===== src/rtl/axil_cmd_initiator.sv =====
// Single-outstanding command/response front end that issues one AXI-Lite write
// (AW/W/B) or read (AR/R) per command, with a watchdog for hung consumers.
module axil_cmd_initiator #(
    parameter int                AW       = 32,
    parameter int                DW       = 32,
    parameter int                STRB     = 4,
    parameter int                PROTW    = 3,
    parameter int                RESPLEN  = 2,
    parameter logic [PROTW-1:0]  PROT_VAL = '0,
    parameter int                TMO_W    = 16
) (
    input  logic               clk,
    input  logic               rst,
    input  logic [TMO_W-1:0]   tmo_limit,
    input  logic               cmd_valid,
    output logic               cmd_ready,
    input  logic               cmd_write,
    input  logic [AW-1:0]      cmd_addr,
    input  logic [DW-1:0]      cmd_wdata,
    input  logic [STRB-1:0]    cmd_wstrb,
    output logic               rsp_valid,
    input  logic               rsp_ready,
    output logic [DW-1:0]      rsp_rdata,
    output logic [RESPLEN-1:0] rsp_resp,
    output logic               rsp_timeout,
    output logic [AW-1:0]      awaddr,
    output logic [PROTW-1:0]   awprot,
    output logic               awvalid,
    input  logic               awready,
    output logic [DW-1:0]      wdata,
    output logic [STRB-1:0]    wstrb,
    output logic               wvalid,
    input  logic               wready,
    input  logic [RESPLEN-1:0] bresp,
    input  logic               bvalid,
    output logic               bready,
    output logic [AW-1:0]      araddr,
    output logic [PROTW-1:0]   arprot,
    output logic               arvalid,
    input  logic               arready,
    input  logic [DW-1:0]      rdata,
    input  logic [RESPLEN-1:0] rresp,
    input  logic               rvalid,
    output logic               rready
);

    localparam logic [RESPLEN-1:0] TMO_RESP = RESPLEN'(2);

    typedef enum logic [2:0] {IDLE, WADDR, WRESP, RADDR, RDATA, RESP} state_t;

    state_t             state_q;
    logic [AW-1:0]      addr_q;
    logic [DW-1:0]      wdata_q;
    logic [STRB-1:0]    wstrb_q;
    logic               aw_done_q;
    logic               w_done_q;
    logic [TMO_W-1:0]   cnt_q;
    logic [DW-1:0]      rdata_q;
    logic [RESPLEN-1:0] resp_q;
    logic               timeout_q;

    logic busy;
    logic tmo_hit;
    logic aw_done_d;
    logic w_done_d;

    assign busy      = (state_q == WADDR) || (state_q == WRESP) ||
                       (state_q == RADDR) || (state_q == RDATA);
    // >= rather than == so an intermediate handshake (AR) landing on the expiry
    // cycle cannot step the counter past the compare point.
    assign tmo_hit   = (tmo_limit != '0) && (cnt_q >= tmo_limit - TMO_W'(1));
    assign aw_done_d = aw_done_q | awready;
    assign w_done_d  = w_done_q | wready;

    always_ff @(posedge clk or posedge rst) begin
        if (rst) begin
            state_q   <= IDLE;
            addr_q    <= '0;
            wdata_q   <= '0;
            wstrb_q   <= '0;
            aw_done_q <= 1'b0;
            w_done_q  <= 1'b0;
            cnt_q     <= '0;
            rdata_q   <= '0;
            resp_q    <= '0;
            timeout_q <= 1'b0;
        end else begin
            if (busy && (cnt_q != '1))
                cnt_q <= cnt_q + TMO_W'(1);

            unique case (state_q)
                IDLE: begin
                    if (cmd_valid) begin
                        addr_q    <= cmd_addr;
                        wdata_q   <= cmd_wdata;
                        wstrb_q   <= cmd_wstrb;
                        aw_done_q <= 1'b0;
                        w_done_q  <= 1'b0;
                        cnt_q     <= '0;
                        rdata_q   <= '0;
                        resp_q    <= '0;
                        timeout_q <= 1'b0;
                        state_q   <= cmd_write ? WADDR : RADDR;
                    end
                end
                WADDR: begin
                    if (aw_done_d && w_done_d) begin
                        state_q <= WRESP;
                    end else if (tmo_hit) begin
                        resp_q    <= TMO_RESP;
                        timeout_q <= 1'b1;
                        state_q   <= RESP;
                    end else begin
                        aw_done_q <= aw_done_d;
                        w_done_q  <= w_done_d;
                    end
                end
                WRESP: begin
                    if (bvalid) begin
                        resp_q  <= bresp;
                        rdata_q <= '0;
                        state_q <= RESP;
                    end else if (tmo_hit) begin
                        resp_q    <= TMO_RESP;
                        timeout_q <= 1'b1;
                        state_q   <= RESP;
                    end
                end
                RADDR: begin
                    if (arready) begin
                        state_q <= RDATA;
                    end else if (tmo_hit) begin
                        resp_q    <= TMO_RESP;
                        timeout_q <= 1'b1;
                        state_q   <= RESP;
                    end
                end
                RDATA: begin
                    if (rvalid) begin
                        rdata_q <= rdata;
                        resp_q  <= rresp;
                        state_q <= RESP;
                    end else if (tmo_hit) begin
                        resp_q    <= TMO_RESP;
                        timeout_q <= 1'b1;
                        state_q   <= RESP;
                    end
                end
                RESP: begin
                    if (rsp_ready)
                        state_q <= IDLE;
                end
                default: state_q <= IDLE;
            endcase
        end
    end

    assign cmd_ready   = (state_q == IDLE);
    assign rsp_valid   = (state_q == RESP);
    assign rsp_rdata   = rdata_q;
    assign rsp_resp    = resp_q;
    assign rsp_timeout = timeout_q;

    assign awaddr  = addr_q;
    assign awprot  = PROT_VAL;
    assign awvalid = (state_q == WADDR) && !aw_done_q;
    assign wdata   = wdata_q;
    assign wstrb   = wstrb_q;
    assign wvalid  = (state_q == WADDR) && !w_done_q;
    assign bready  = (state_q == WRESP);
    assign araddr  = addr_q;
    assign arprot  = PROT_VAL;
    assign arvalid = (state_q == RADDR);
    assign rready  = (state_q == RDATA);

endmodule


===== config.mk =====
export PLATFORM = sky130hd
export DESIGN_NAME = axil_cmd_initiator
export DESIGN_NICKNAME = d
export VERILOG_FILES = /design/src/rtl/axil_cmd_initiator.sv
export SDC_FILE = /design/constraint.sdc
export NUM_CORES = 1
export LEC_CHECK = 0
export BUFFER_PORTS_ARGS = -buffer_cell sky130_fd_sc_hd__buf_2
export CELL_PAD_IN_SITES_DETAIL_PLACEMENT = 1
export CELL_PAD_IN_SITES_GLOBAL_PLACEMENT = 1
export CORE_UTILIZATION = 34
export CTS_CLUSTER_DIAMETER = 80
export CTS_CLUSTER_SIZE = 24
export DETAILED_ROUTE_END_ITERATION = 10
export HOLD_SLACK_MARGIN = 0.15
export PLACE_DENSITY_LB_ADDON = 0.08
export RECOVER_POWER = 50
export SKIP_CTS_REPAIR_TIMING = 1
export SLEW_MARGIN = 20
export SYNTH_ARGS = -nofsm -noshare
export SYNTH_HDL_FRONTEND = slang
export SYNTH_SLANG_ARGS = --single-unit
export TNS_END_PERCENT = 1

===== constraint.sdc =====
create_clock -name clk -period 4.8 [get_ports clk]
set_clock_uncertainty 0.2 [all_clocks]
set_input_delay 0.48 -clock clk [delete_from_list [all_inputs] [get_ports clk]]
set_output_delay 0.48 -clock clk [all_outputs]
set_load 0.05 [all_outputs]

==> key figures, run 1 <==
Timing
  • Hold WS: 198 ps
  • Slew margin rel.: -22.4%
  • RSZ-0062 raised after global routing: false
  • Fin crit share: 69.5%
  • Setup-failing EPs final: 0
  • Max Clock Freq: 0.300 GHz
  • Final Max Tran Viols: 40
  • Slew @ Worst Pin: 1830 ps
  • Setup TNS: 0 ps
  • Fin crit period: 3340 ps
  • Endpoints failing hold: 0

Logic synthesis
  • Mean Syn Cell Area: 8.65 um2
  • Post-synth top area share: 50.5%
  • Commonest cells post-synth: 230 x nand2_1, 124 x dfrtp_1, 44 x o21ai_0
  • Yosys warns: 0
  • Sequential share of the synthesized area: 50.5%
  • Mapped Area: 6140 um2
  • Most frequent cell after synthesis: nand2_1
  • Largest cells by area after synthesis: dfrtp_1 51%, nand2_1 14%, buf_4 4.8%
  • Leading area contributor after synthesis: dfrtp_1
  • Post-synth EDFFs: 0
  • Cells after Synth: 710
  • Synthesized flop and latch total: 124
  • Synth Flop Type: dfrtp_1
  • Synth cell types: 52
  • Synth async-reset ratio: 100%

Global route
  • Initial antenna violation count: 1
  • Total grt overflow: 0
  • Global-route wire length before repair: 29.3 mm
  • Tot GR Track Use: 20.4%
  • Largest net degree at the start of global routing: 78
  • Number of global-route vias before repair: 5814

Run status
  • Run status: finished with violations
  • Violated checks: capacitance limit, slew limit

Worst hold path
  • Hold Path Class: in -> reg

CTS
  • CTS tree: done
  • Worst skew pair latency: 420 ps
  • H-tree depth: 4
  • Worst-path clk slew: 60 ps
  • Clock Root Buffer: clkbuf_16
  • Sink Count: 124
  • Max Root-Sink Buffers: 2
  • CTS Buf Count: 17

Pwr
  • Leak: 4.29 nW
  • Sw Pwr: 4.14 mW
  • Clock share of power: 18.2%
  • VDD IR max: 0.459 mV
  • PwrDens: 808 nW/um2
  • Switching Fraction: 57.7%
  • Flop pwr share: 26.5%
  • Logic gate share of total power: 55.4%
  • Int Power: 3.04 mW

Floorplan
  • Die height: 136 um
  • Initial Utilization: 35.2%
  • Die ar.: 18600 um2
  • Row count: 48
  • Die W: 136 um
  • Core footprint: 17500 um2
  • I/O pin count: 278

Critical path
  • CP Capture Type: flop
  • WP data required: 4900 ps
  • Worst Path Arrival: 3430 ps
  • Worst Setup Start Kind: input pin
  • Max Fanout on Critical Path: 7
  • Setup CP Type: in -> reg

Route
  • Total wire length: 20.8 mm
  • Residual DRC: 0
  • Vias: 6080
  • Vias/cell: 4.74
  • DR pass1 iterations: 4
  • Antenna Nets Post-Route: 0
  • DRT iter0 DRCs: 214
  • WL/cell: 16.2 um

Final layout
  • Layout area overhead: 44.6%
  • # diodes: 0
  • Non-Filler Instances: 1282
  • Fin area: 8890 um2
  • Fraction of layout cells with a size suffix above 1: 18.4%
  • Layout net count: 1193

Placed design
  • Post-Place Cell Area: 7420 um2
  • IO buf count: 271
  • DP Wirelength: 14.0 mm
  • Final GP Congestion: 0.792
  • Placed insts: 1147

Flow run
  • MaxCap Viol Count: 1
## registers in the layout, summed over array words and instances, names as in the netlist
register	cells
rsp_timeout	1
wdata	32
w_done_q	1
araddr	32
rsp_resp	2
state_q	3
aw_done_q	1
cnt_q	16
wstrb	4
rsp_rdata	32
## metal layers
| metal | GRT usage (%) | up-vias | share of wire [%] |
|---|---|---|---|
| met3 | 5.67 | 40 | 5.7 |
| met1 | 23.6 | 2911 | 41 |
| li1 | - | 2929 | - |
| met5 | 0 | - | 0 |
| met2 | 35.4 | 200 | 51 |
| met4 | 8.21 | 0 | 2.7 |
## placed cells by master (no fill, tap or decap), types with 4 or more instances in the layout
cell type / n
inv_1: 40
nand2_1: 229
clkbuf_1: 135
nand3_1: 41
o21ai_0: 44
xnor2_1: 15
dfrtp_1: 124
conb_1: 6
nand4_1: 8
ha_1: 19
nor3_1: 8
dlygate4sd3_1: 103
clkbuf_16: 17
and3_1: 4
nor2_1: 32
a21oi_1: 13
buf_2: 136
xor2_1: 7
clkinv_4: 5
o21ai_1: 4
## power by group through the flow
stage / sequential [mW] / clock, mW / combinational (mW)
after floorplan: 3.33 / 0 / 1.79
after global placement: 1.85 / 0 / 3.98
after detailed placement: 1.88 / 0 / 4.06
after CTS: 1.87 / 1.33 / 4.07
after global routing: 1.97 / 1.37 / 4.24
final: 1.90 / 1.30 / 3.97
## kinds of logic (layout without fill, tap and decap cells)
family                   after synthesis  count (layout)  synth area share, %
other                                  1               6               0.0610
buffers and inverters                112             454                 9.61
AO/OA/AOI/OAI                         83              83                 8.07
XOR/XNOR                              22              22                 3.14
flip-flops                           124             124                 50.5
AND/OR/NAND/NOR                      347             347                 24.4
multiplexers                           2               2                0.326
adder cells (fa/ha/maj)               19              19                 3.87
## metrics by stage
step	worst slack, ps	power [mW]	utilization (%)
floorplan	821	5.12	-
global placement	1130	5.84	42.5
detailed placement	993	5.95	42.5
CTS	1430	7.27	45.9
global route	1140	7.58	50.8
finish	1460	7.18	50.8
## worst max-delay path, stage by stage
cell      delay (ps)
buf_2            110
or4_4            550
nand2b_4         180
nor3_1           260
nand2_1          110
xor2_1           160
ha_1             320
nand4_1          150
nor3_1           290
a31oi_1          140
a21oi_2          390
a211o_1          220
o21ai_1           70
## cell type report
cell class | count | area [um2]
clock buffer | 20 | 467
clock inverter | 12 | 138
fill | 2185 | 8590
inverter | 43 | 163
multi-input combinational | 479 | 2480
sequential | 124 | 3100
tap | 225 | 282
timing repair buffer | 379 | 2250
## worst paths after layout
check | startpoint | slack, ps | end | cells past startpoint
worst min-delay path | bresp[1] | 200 | rsp_resp[1] | 3
worst max register to register | state_q[0] | 1680 | rsp_resp[1] | 6
worst max-delay path | tmo_limit[7] | 1460 | aw_done_q | 13
min in group asynchronous | rst | 870 | rsp_rdata[26] | 3
max in group asynchronous | rst | 1700 | araddr[12] | 4
worst min register to register | wstrb[3] | 270 | wstrb[3] | 2
No activity file was read; power rests on OpenSTA's default activity.
==> run 2, diff against run 1 <==
==> constraint.sdc (replaced) <==
create_clock -name clk -period 3.1 [get_ports clk]
set_clock_uncertainty 0.2 [all_clocks]
set_input_delay 0.31 -clock clk [delete_from_list [all_inputs] [get_ports clk]]
set_output_delay 0.31 -clock clk [all_outputs]
set_load 0.05 [all_outputs]
==> key figures, run 2 (same netlist as run 1, synthesis figures left out) <==
Run status
  • Run status: completed

CTS
  • Clock Root Buffer: clkbuf_16
  • Max Root-Sink Buffers: 2 (unchanged)
  • H-tree depth: 4 (unchanged)
  • Sink Count: 124 (unchanged)
  • CTS Buf Count: 17 (unchanged)
  • Worst skew pair latency: 420 ps (about the same)
  • Worst-path clk slew: 60 ps (about the same)
  • CTS tree: done

Timing
  • Final Max Tran Viols: 0 (-100%)
  • Endpoints failing hold: 0 (unchanged)
  • Max Clock Freq: 0.330 GHz
  • Slew @ Worst Pin: 1100 ps (-725 ps)
  • Slew margin rel.: 26.5% (+49 points)
  • Setup-failing EPs final: 0 (unchanged)
  • RSZ-0062 raised after global routing: true
  • Worst setup margin: 71.5 ps (-1390 ps)
  • Fin crit period: 3030 ps
  • Fin crit share: 97.7%

Critical path
  • Setup CP Type: in -> reg
  • WP data required: 3190 ps (-1710 ps)
  • Critical path capture point: rsp_resp[1]
  • Worst Setup Start Kind: input pin
  • RR Startpoint: state_q[0]
  • R2r setup slk: 480 ps (-1200 ps)
  • Worst path depth: 12 (-1)
  • Worst setup path start: tmo_limit[7]
  • Crit path max-delay family: simple AND/OR/NAND/NOR gates
  • Largest stage delay on the critical path: 540 ps (about the same)
  • CP Capture Type: flop
  • Worst Path Arrival: 3120 ps (-310 ps)
  • CP max-delay cell: or4_4
  • Max Fanout on Critical Path: 5 (-2)
  • Crit path buffers/inverters: 2 (+1)
  • Cell Chain, Critical Path: buf_2, or4_4, or3_2, nor3_2, xnor2_1, ha_1, a21oi_2, o21bai_1, a211oi_2, a21oi_4, buf_4, a221o_2
  • RR Endpoint: rsp_resp[1]
  • FF-to-FF path depth: 6 (unchanged)

Route
  • DRT iter0 DRCs: 260 (+21%)
  • Total wire length: 21.8 mm (+5.1%)
  • Vias: 6288 (+3.4%)
  • Antenna Nets Post-Route: 0 (unchanged)
  • DR pass1 iterations: 6 (+2)
  • Residual DRC: 0 (unchanged)
  • Vias/cell: 4.80 (+1.1%)
  • WL/cell: 16.6 um (+2.8%)

Global route
  • Number of global-route vias before repair: 6127 (+5.4%)
  • Tot GR Track Use: 21.5% (+1.0 points)
  • Initial antenna violation count: 0 (-1)
  • Global-route wire length before repair: 30.7 mm (+4.7%)
  • Total grt overflow: 0 (unchanged)
  • Largest net degree at the start of global routing: 78 (unchanged)

Placed design
  • IO buf count: 271 (unchanged)
  • Dpl ws: -456 ps (-1450 ps)
  • Post-Place Cell Area: 7590 um2 (+2.3%)
  • Placed insts: 1166 (+1.7%)
  • Final GP Congestion: 0.786 (-0.77%)
  • DP Wirelength: 14.8 mm (+5.6%)

Final layout
  • Fin area: 9230 um2 (+3.8%)
  • Most common cell after layout, fill and taps aside: nand2_1
  • Fraction of layout cells with a size suffix above 1: 25.7% (+7.3 points)
  • Layout net count: 1222 (+2.4%)
  • Core Util, Final: 52.8% (+1.9 points)
  • Layout area overhead: 50.2%
  • Most frequent cells in the layout: 229 x nand2_1, 200 x buf_2, 124 x dfrtp_1, 111 x dlygate4sd3_1, 75 x clkbuf_1
  • # diodes: 0 (unchanged)
  • Non-Filler Instances: 1311 (+2.3%)

Pwr
  • Leak: 4.62 nW (+7.6%)
  • VDD IR max: 0.700 mV (+52%)
  • PwrDens: 1230 nW/um2 (+52%)
  • Pwr Total: 11.3 mW (+58%)

Floorplan
  • I/O pin count: 278 (unchanged)
  • Row count: 48 (unchanged)
  • Die ar.: 18600 um2 (unchanged)
  • Die W: 136 um (unchanged)
  • Die height: 136 um (unchanged)
  • Core footprint: 17500 um2 (unchanged)
  • Initial Utilization: 35.2% (unchanged)

Flow run
  • MaxCap Viol Count: 0 (-1)

Worst hold path
  • Hold Path Class: in -> reg
  • Hold Startpoint: rvalid
## run 2: cell count changes in the layout (fill, tap and decap cells not counted), moves of 2 or more
cell           delta
clkinv_4          -3
dlygate4sd3_1     +8
inv_6             +2
nor3_2            +2
clkbuf_8          -3
nor3_1            -2
buf_2            +64
clkbuf_1         -60
buf_4            +18
## run 2: layer usage
layer  part of all wire (%)  routed length (um)  track usage (%)  up-vias
met3                    5.4                1180             5.89       28
met1                     39                8580             23.9     3082
met2                     54               11700             39.1      197
li1                       -                   -                -     2981
met4                    1.5                 335             7.04        0
met5                      0                   0                0        -
## run 2: metrics by stage
| step | setup TNS (ps) | hold WS, ps |
|---|---|---|
| after global routing | -19.9 | 164 |
| after global placement | -1550 | 174 |
| after detailed placement | -3030 | 169 |
| after CTS | -12.0 | -277 |
| final | 0 | 138 |
| after floorplan | 0 | 215 |
## run 2: worst min path at each step
stage	endpoint	slack (ps)	depth (start not counted)
3_5_place_dp	wdata[23]	170	2
5_1_grt	state_q[0]	160	4
2_1_floorplan	araddr[0]	220	2
6_report	state_q[0]	140	4
4_1_cts	wdata[23]	-280	2
3_3_place_gp	wdata[18]	170	2
## run 2: worst min-delay path, delay by kind of cell
| kind | cells | cell delay [ps] |
|---|---|---|
| AO/OA/AOI/OAI | 2 | 230 |
| buffers and inverters | 2 | 180 |
## run 2: power by group
group          internal, mW  leakage, nW  switching (mW)
registers              2.36         1.58           0.550
clock network          1.27        0.284           0.765
logic                  1.27         2.76            5.12
total                  4.90         4.62            6.44
## run 2: final cells by class
type / count / area, um2
Clock inverter: 13 / 166
Fill cell: 2175 / 8250
Tap cell: 225 / 282
Sequential cell: 124 / 3100
Inverter: 43 / 163
Multi-Input combinational cell: 479 / 2500
Clock buffer: 19 / 433
Timing Repair Buffer: 408 / 2570
